## src/rtl/sparse_cfg_pkg.sv

```systemverilog
// Shared types and address-field constants for the sparse config responder.
package sparse_cfg_pkg;

    typedef enum logic [1:0] {
        ST_UNCFG  = 2'd0,
        ST_CFGING = 2'd1,
        ST_READY  = 2'd2
    } cfg_state_t;

    localparam int unsigned TILE_LSB   = 0;
    localparam int unsigned TILE_MSB   = 15;
    localparam int unsigned IDX_LSB    = 24;
    localparam int unsigned IDX_MSB    = 31;
    localparam int unsigned COMMIT_BIT = 0;

endpackage

```

## src/rtl/sparse_cfg_regfile.sv

```systemverilog
// NUM_REGS x 32 register storage: one write port, one registered read port
// (out-of-range reads return zero) and a flattened view of all registers.
module sparse_cfg_regfile
    import sparse_cfg_pkg::*;
#(
    parameter int NUM_REGS = 16,
    parameter int AW       = $clog2(NUM_REGS)
) (
    input  logic                   clk,
    input  logic                   rst,
    input  logic                   i_we,
    input  logic [AW-1:0]          i_waddr,
    input  logic [31:0]            i_wdata,
    input  logic                   i_re,
    input  logic                   i_rzero,
    input  logic [AW-1:0]          i_raddr,
    output logic [31:0]            o_rdata,
    output logic [NUM_REGS*32-1:0] o_flat
);

    logic [31:0] r_mem [NUM_REGS];
    logic [31:0] r_rdata;

    // Register array write port; cleared asynchronously on reset.
    always_ff @(posedge clk or posedge rst) begin
        if (rst) begin
            for (int unsigned i = 0; i < NUM_REGS; i++) begin
                r_mem[i] <= '0;
            end
        end else if (i_we) begin
            r_mem[i_waddr] <= i_wdata;
        end
    end

    // Registered read port; samples the pre-write value on a same-edge write.
    always_ff @(posedge clk or posedge rst) begin
        if (rst) begin
            r_rdata <= '0;
        end else if (i_re) begin
            r_rdata <= i_rzero ? '0 : r_mem[i_raddr];
        end
    end

    // Flatten the array so register i lands at bits [32*i+31:32*i].
    always_comb begin
        o_flat = '0;
        for (int unsigned i = 0; i < NUM_REGS; i++) begin
            o_flat[32*i +: 32] = r_mem[i];
        end
    end

    assign o_rdata = r_rdata;

endmodule

```

## src/rtl/sparse_cfg_responder.sv

```systemverilog
// Tile-addressed config responder: address decode, configuration FSM,
// sticky error flag and saturating write counter around a register file.
module sparse_cfg_responder
    import sparse_cfg_pkg::*;
#(
    parameter logic [15:0] TILE_ID  = 16'h0000,
    parameter int          NUM_REGS = 16
) (
    input  logic                   clk,
    input  logic                   reset,
    input  logic                   stall,
    input  logic [31:0]            config_config_addr,
    input  logic [31:0]            config_config_data,
    input  logic                   config_read,
    input  logic                   config_write,
    output logic [31:0]            read_config_data,
    output logic                   read_valid,
    output logic [NUM_REGS*32-1:0] cfg_regs,
    output logic                   config_done,
    output logic                   cfg_err,
    output logic [15:0]            write_count
);

    localparam int          AW         = $clog2(NUM_REGS);
    localparam logic [8:0]  NREGS9     = 9'(NUM_REGS);
    localparam logic [7:0]  COMMIT_IDX = 8'(NUM_REGS - 1);

    cfg_state_t  r_state, w_state_nxt;
    logic        r_rvalid;
    logic        r_err;
    logic [15:0] r_wcount;

    logic [7:0]  w_idx;
    logic        w_tile;
    logic        w_idx_ok;
    logic        w_hit;
    logic        w_wr_acc;
    logic        w_rd_do;
    logic        w_err;
    logic        w_commit;

    assign w_idx    = config_config_addr[IDX_MSB:IDX_LSB];
    assign w_tile   = (config_config_addr[TILE_MSB:TILE_LSB] == TILE_ID);
    assign w_idx_ok = ({1'b0, w_idx} < NREGS9);
    assign w_hit    = w_tile & w_idx_ok;
    assign w_wr_acc = config_write & w_hit & stall;
    // A write to this tile always wins over a simultaneous read.
    assign w_rd_do  = config_read & w_tile & ~config_write;
    assign w_err    = w_tile & ((~w_idx_ok & (config_read | config_write))
                              | (config_write & w_idx_ok & ~stall)
                              | (config_read & config_write));
    assign w_commit = w_wr_acc & (w_idx == COMMIT_IDX)
                    & config_config_data[COMMIT_BIT];

    sparse_cfg_regfile #(
        .NUM_REGS (NUM_REGS),
        .AW       (AW)
    ) u_regfile (
        .clk      (clk),
        .rst      (reset),
        .i_we     (w_wr_acc),
        .i_waddr  (w_idx[AW-1:0]),
        .i_wdata  (config_config_data),
        .i_re     (w_rd_do),
        .i_rzero  (~w_idx_ok),
        .i_raddr  (w_idx[AW-1:0]),
        .o_rdata  (read_config_data),
        .o_flat   (cfg_regs)
    );

    // FSM state register.
    always_ff @(posedge clk or posedge reset) begin
        if (reset) begin
            r_state <= ST_UNCFG;
        end else begin
            r_state <= w_state_nxt;
        end
    end

    // Next state: any accepted write lands in READY if it commits, else CFGING.
    always_comb begin
        w_state_nxt = r_state;
        if (w_wr_acc) begin
            w_state_nxt = w_commit ? ST_READY : ST_CFGING;
        end
    end

    // Read-valid pulse, sticky error flag and saturating accepted-write count.
    always_ff @(posedge clk or posedge reset) begin
        if (reset) begin
            r_rvalid <= 1'b0;
            r_err    <= 1'b0;
            r_wcount <= '0;
        end else begin
            r_rvalid <= w_rd_do;
            if (w_err) begin
                r_err <= 1'b1;
            end
            if (w_wr_acc && (r_wcount != 16'hFFFF)) begin
                r_wcount <= r_wcount + 16'd1;
            end
        end
    end

    assign read_valid  = r_rvalid;
    assign cfg_err     = r_err;
    assign write_count = r_wcount;
    assign config_done = (r_state == ST_READY);

endmodule

```

## config.mk

```make
export PLATFORM = sky130hd
export DESIGN_NAME = sparse_cfg_responder
export DESIGN_NICKNAME = d
export VERILOG_FILES = /design/src/rtl/sparse_cfg_pkg.sv /design/src/rtl/sparse_cfg_regfile.sv /design/src/rtl/sparse_cfg_responder.sv
export SDC_FILE = /design/constraint.sdc
export NUM_CORES = 1
export LEC_CHECK = 0
export CAP_MARGIN = 10
export CORE_AREA = 2 2 248 250
export DETAILED_ROUTE_END_ITERATION = 7
export DIE_AREA = 0 0 250 252
export GPL_TIMING_DRIVEN = 1
export HOLD_SLACK_MARGIN = 0.03
export PLACE_DENSITY = 0.84
export SYNTH_ARGS = -nofsm -noshare
export SYNTH_HDL_FRONTEND = slang
export SYNTH_SLANG_ARGS = --single-unit
```

## constraint.sdc

```tcl
create_clock -name clk -period 18.8 [get_ports clk]
set_input_delay 3.76 -clock clk [delete_from_list [all_inputs] [get_ports clk]]
set_output_delay 3.76 -clock clk [all_outputs]
set_load 0.02 [all_outputs]
```

==> results by group <==
Synthesis
  – Syn_nets: roughly 1600
  – Synthesized instance count: about 1600
  – Asr flop ratio synth: between 90% and 100%
  – Seq cells post-synth: 564
  – Cell variety after synth: 38
  – Most common cell in the netlist: dfrtp_1
  – Synth top cells by count: dfrtp_1, mux2_2, mux4_2, mux2_4, clkbuf_1
  – Syn avg cell area: roughly 16 um^2
  – Synth top area cells: dfrtp_1, mux2_2, mux4_2
  – Top-area cell type share of the netlist area: around 56%
  – Post-synth EDFFs: 0
  – Register area share after synthesis: 55.6%
  – Synthesized area: 0.0254 mm^2
  – YS warnings: 0
  – Most common flop cell mapped by yosys: dfrtp_1
  – Leading area contributor after synthesis: dfrtp_1

Global routing
  – Overall Global Routing Usage: about 28%
  – Initial antenna violation count: 2
  – Vias in the first global route: 18565
  – First-pass GRT wire length: 129 mm
  – Largest net degree at the start of global routing: around 150
  – Remaining Overflow, GRT: 0

Timing
  – Tmin final: roughly 6.7 ns
  – Max_slew headroom: between 20% and 30%
  – Final worst slack: 12.09 ns
  – Setup TNS: 0 ns
  – Final Hold Viols: 0
  – Fmax: ~150 MHz
  – Worst Tran Pin Value: between 1 and 1.5 ns
  – Unrepaired setup endpoints after global routing: no
  – Final setup viols: 0
  – Slew Viols, Final: 0
  – Setup Skew: 0.0186 ns
  – Fin crit share: 35.7%

Placement
  – Placed Cells: 2866
  – Setup slack at placement: 11.47 ns
  – IO buf count: 623
  – RePlAce Congestion: ~0.85
  – Final HPWL DP: between 50 and 60 mm

CTS
  – CTS resizes: 0
  – Cts hold-fix bufs: 0
  – CTS tree: yes
  – Clock insertion delay at the later pin of the skew report: ~0.62 ns
  – Root Driver: clkbuf_16
  – Clock transition at path regs: around 0.060 ns
  – Max Root-Sink Buffers: 3
  – H-tree depth: 2
  – Postcts setup bufs: 0
  – CTS Buf Count: 60
  – Clock sink total: 564

Setup path
  – CP arrival: roughly 7.2 ns
  – Req. time, crit path: about 19 ns
  – Path depth of the worst reg2reg path: 5
  – Crit path capture: u_regfile.o_flat[196]$_DFFE_PP0P_
  – Setup CP Type: input port to flip-flop
  – CP Launch Point: config_config_addr[25]
  – Reg2reg end: write_count[1]$_DFFE_PP0P_
  – CP Max Fanout: 18
  – FF-to-FF Start: write_count[0]$_DFFE_PP0P_
  – Reg2reg setup slack: roughly 17 ns
  – Critical Path Start Type: input port
  – Crit path capture type: flip-flop

Route
  – Vias per cell: between 5 and 6
  – Final WL: between 80 and 90 mm
  – First drt pass iteration count: 7
  – WL/cell: 29.8 um
  – Residual DRC: 0
  – Number of routed nets with antenna violations: 0
  – Via count: roughly 18000
  – First DRT Iteration DRCs: roughly 1100

Die
  – Core ar.: roughly 0.06 mm^2
  – DIE WIDTH: approximately 250 um
  – Chip height: approximately 250 um
  – # IOs: around 630
  – Cell Rows: 90
  – Starting Density: 42.2%
  – Die ar.: around 0.063 mm^2

Final layout
  – Synth-to-Final Area Change: 34.6%
  – Layout cells sized above 1: between 30% and 40%
  – Final std cells w/o fill: 2974
  – Layout Nets: roughly 2200

Power and ir drop
  – Power density over cell area: roughly 74 mW/mm^2
  – Leakage: around 0.016 uW
  – Worst vdd ir: a little over 0.00007 V

Outcome
  – Status: complete, no violations

Job
  – Max-cap violations: 0

Hold path
  – Tightest Hold Check Type: flip-flop to flip-flop
  – Hold path startpoint: cfg_err$_DFFE_PP0P_
  – Worst hold stages: 1
cell families (layout without fill, tap and decap cells):
group / after synthesis / count (layout) / share of synthesized area, %
AND/OR/NAND/NOR: 106 / 106 / 2.52
other: 0 / 1 / 0
multiplexers: 641 / 641 / 35.4
buffers and inverters: 142 / 762 / 2.89
adder cells (fa/ha/maj): 1 / 1 / 0.0493
XOR/XNOR: 14 / 14 / 0.483
AO/OA/AOI/OAI: 103 / 103 / 3.05
flip-flops: 564 / 564 / 55.6
per-layer routing:
metal	track usage, %	wire length, um
met3	8.57	8120
met4	11.3	3670
met2	44.6	42500
met1	35.0	34400
met5	0	13
layout by cell type (no fill, tap or decap), drive strengths merged, types with 2 or more instances in the layout:
cell / count
and3: 3
nor2: 7
xor2: 5
nand4: 7
clkinv: 12
bufinv: 4
mux2: 513
and2: 2
nor3b: 2
nand3: 7
nor4: 5
or4: 6
clkdlybuf4s50: 621
nor2b: 3
o21ai: 33
mux4: 128
xnor2: 9
nand2: 53
and4: 2
buf: 26
clkinvlp: 3
a221oi: 32
dfrtp: 564
clkbuf: 88
a22o: 33
nor3: 8
inv: 8
critical path: stages:
cell	delay, ns
clkdlybuf4s50_1	0.76
nor2b_4	0.84
buf_4	0.51
nand2_2	0.52
buf_4	0.45
mux2_2	0.32
sequential cells by signal, indices dropped and copies added (netlist names):
| name | count |
|---|---|
| read_valid | 1 |
| u_regfile.o_rdata | 32 |
| cfg_err | 1 |
| u_regfile.o_flat | 512 |
| r_state | 2 |
| write_count | 16 |
through the flow:
| stage | instance area [um^2] | utilization, % | total power (uW) | hold WS [ns] |
|---|---|---|---|---|
| floorplan | 25400 | - | 1290 | 0.465 |
| global placement | 32100 | 53.4 | 1330 | 0.451 |
| detailed placement | 32100 | 53.4 | 1330 | 0.455 |
| CTS | 34100 | 56.8 | 2530 | 0.468 |
| global route | 34100 | 56.8 | 2590 | 0.471 |
| finish | 34100 | 56.8 | 2510 | 0.465 |
power breakdown:
group	leakage, uW	total (uW)	internal [uW]	switching (uW)
combinational	0.00696	95.9	26.1	69.8
clock	0.000987	1200	706	498
sequential	0.00787	1210	1210	0.00209
cell type report:
| type | count | area, um^2 |
|---|---|---|
| clock buffer | 87 | 1780 |
| sequential | 564 | 14100 |
| fill | 4590 | 26000 |
| multi-input combinational | 865 | 10600 |
| antenna | 1 | 2.50 |
| clock inverter | 20 | 224 |
| tap | 782 | 978 |
| inverter | 7 | 30.0 |
| timing repair buffer | 648 | 6440 |
worst min-delay path by stage:
stage	endpoint	slack (ns)
after global routing	cfg_err$_DFFE_PP0P_	0.47
after detailed placement	cfg_err$_DFFE_PP0P_	0.46
after global placement	cfg_err$_DFFE_PP0P_	0.45
after CTS	cfg_err$_DFFE_PP0P_	0.47
after floorplan	r_state[1]$_DFFE_PP0P_	0.46
final	cfg_err$_DFFE_PP0P_	0.47
(Power assumes the default switching activity.)
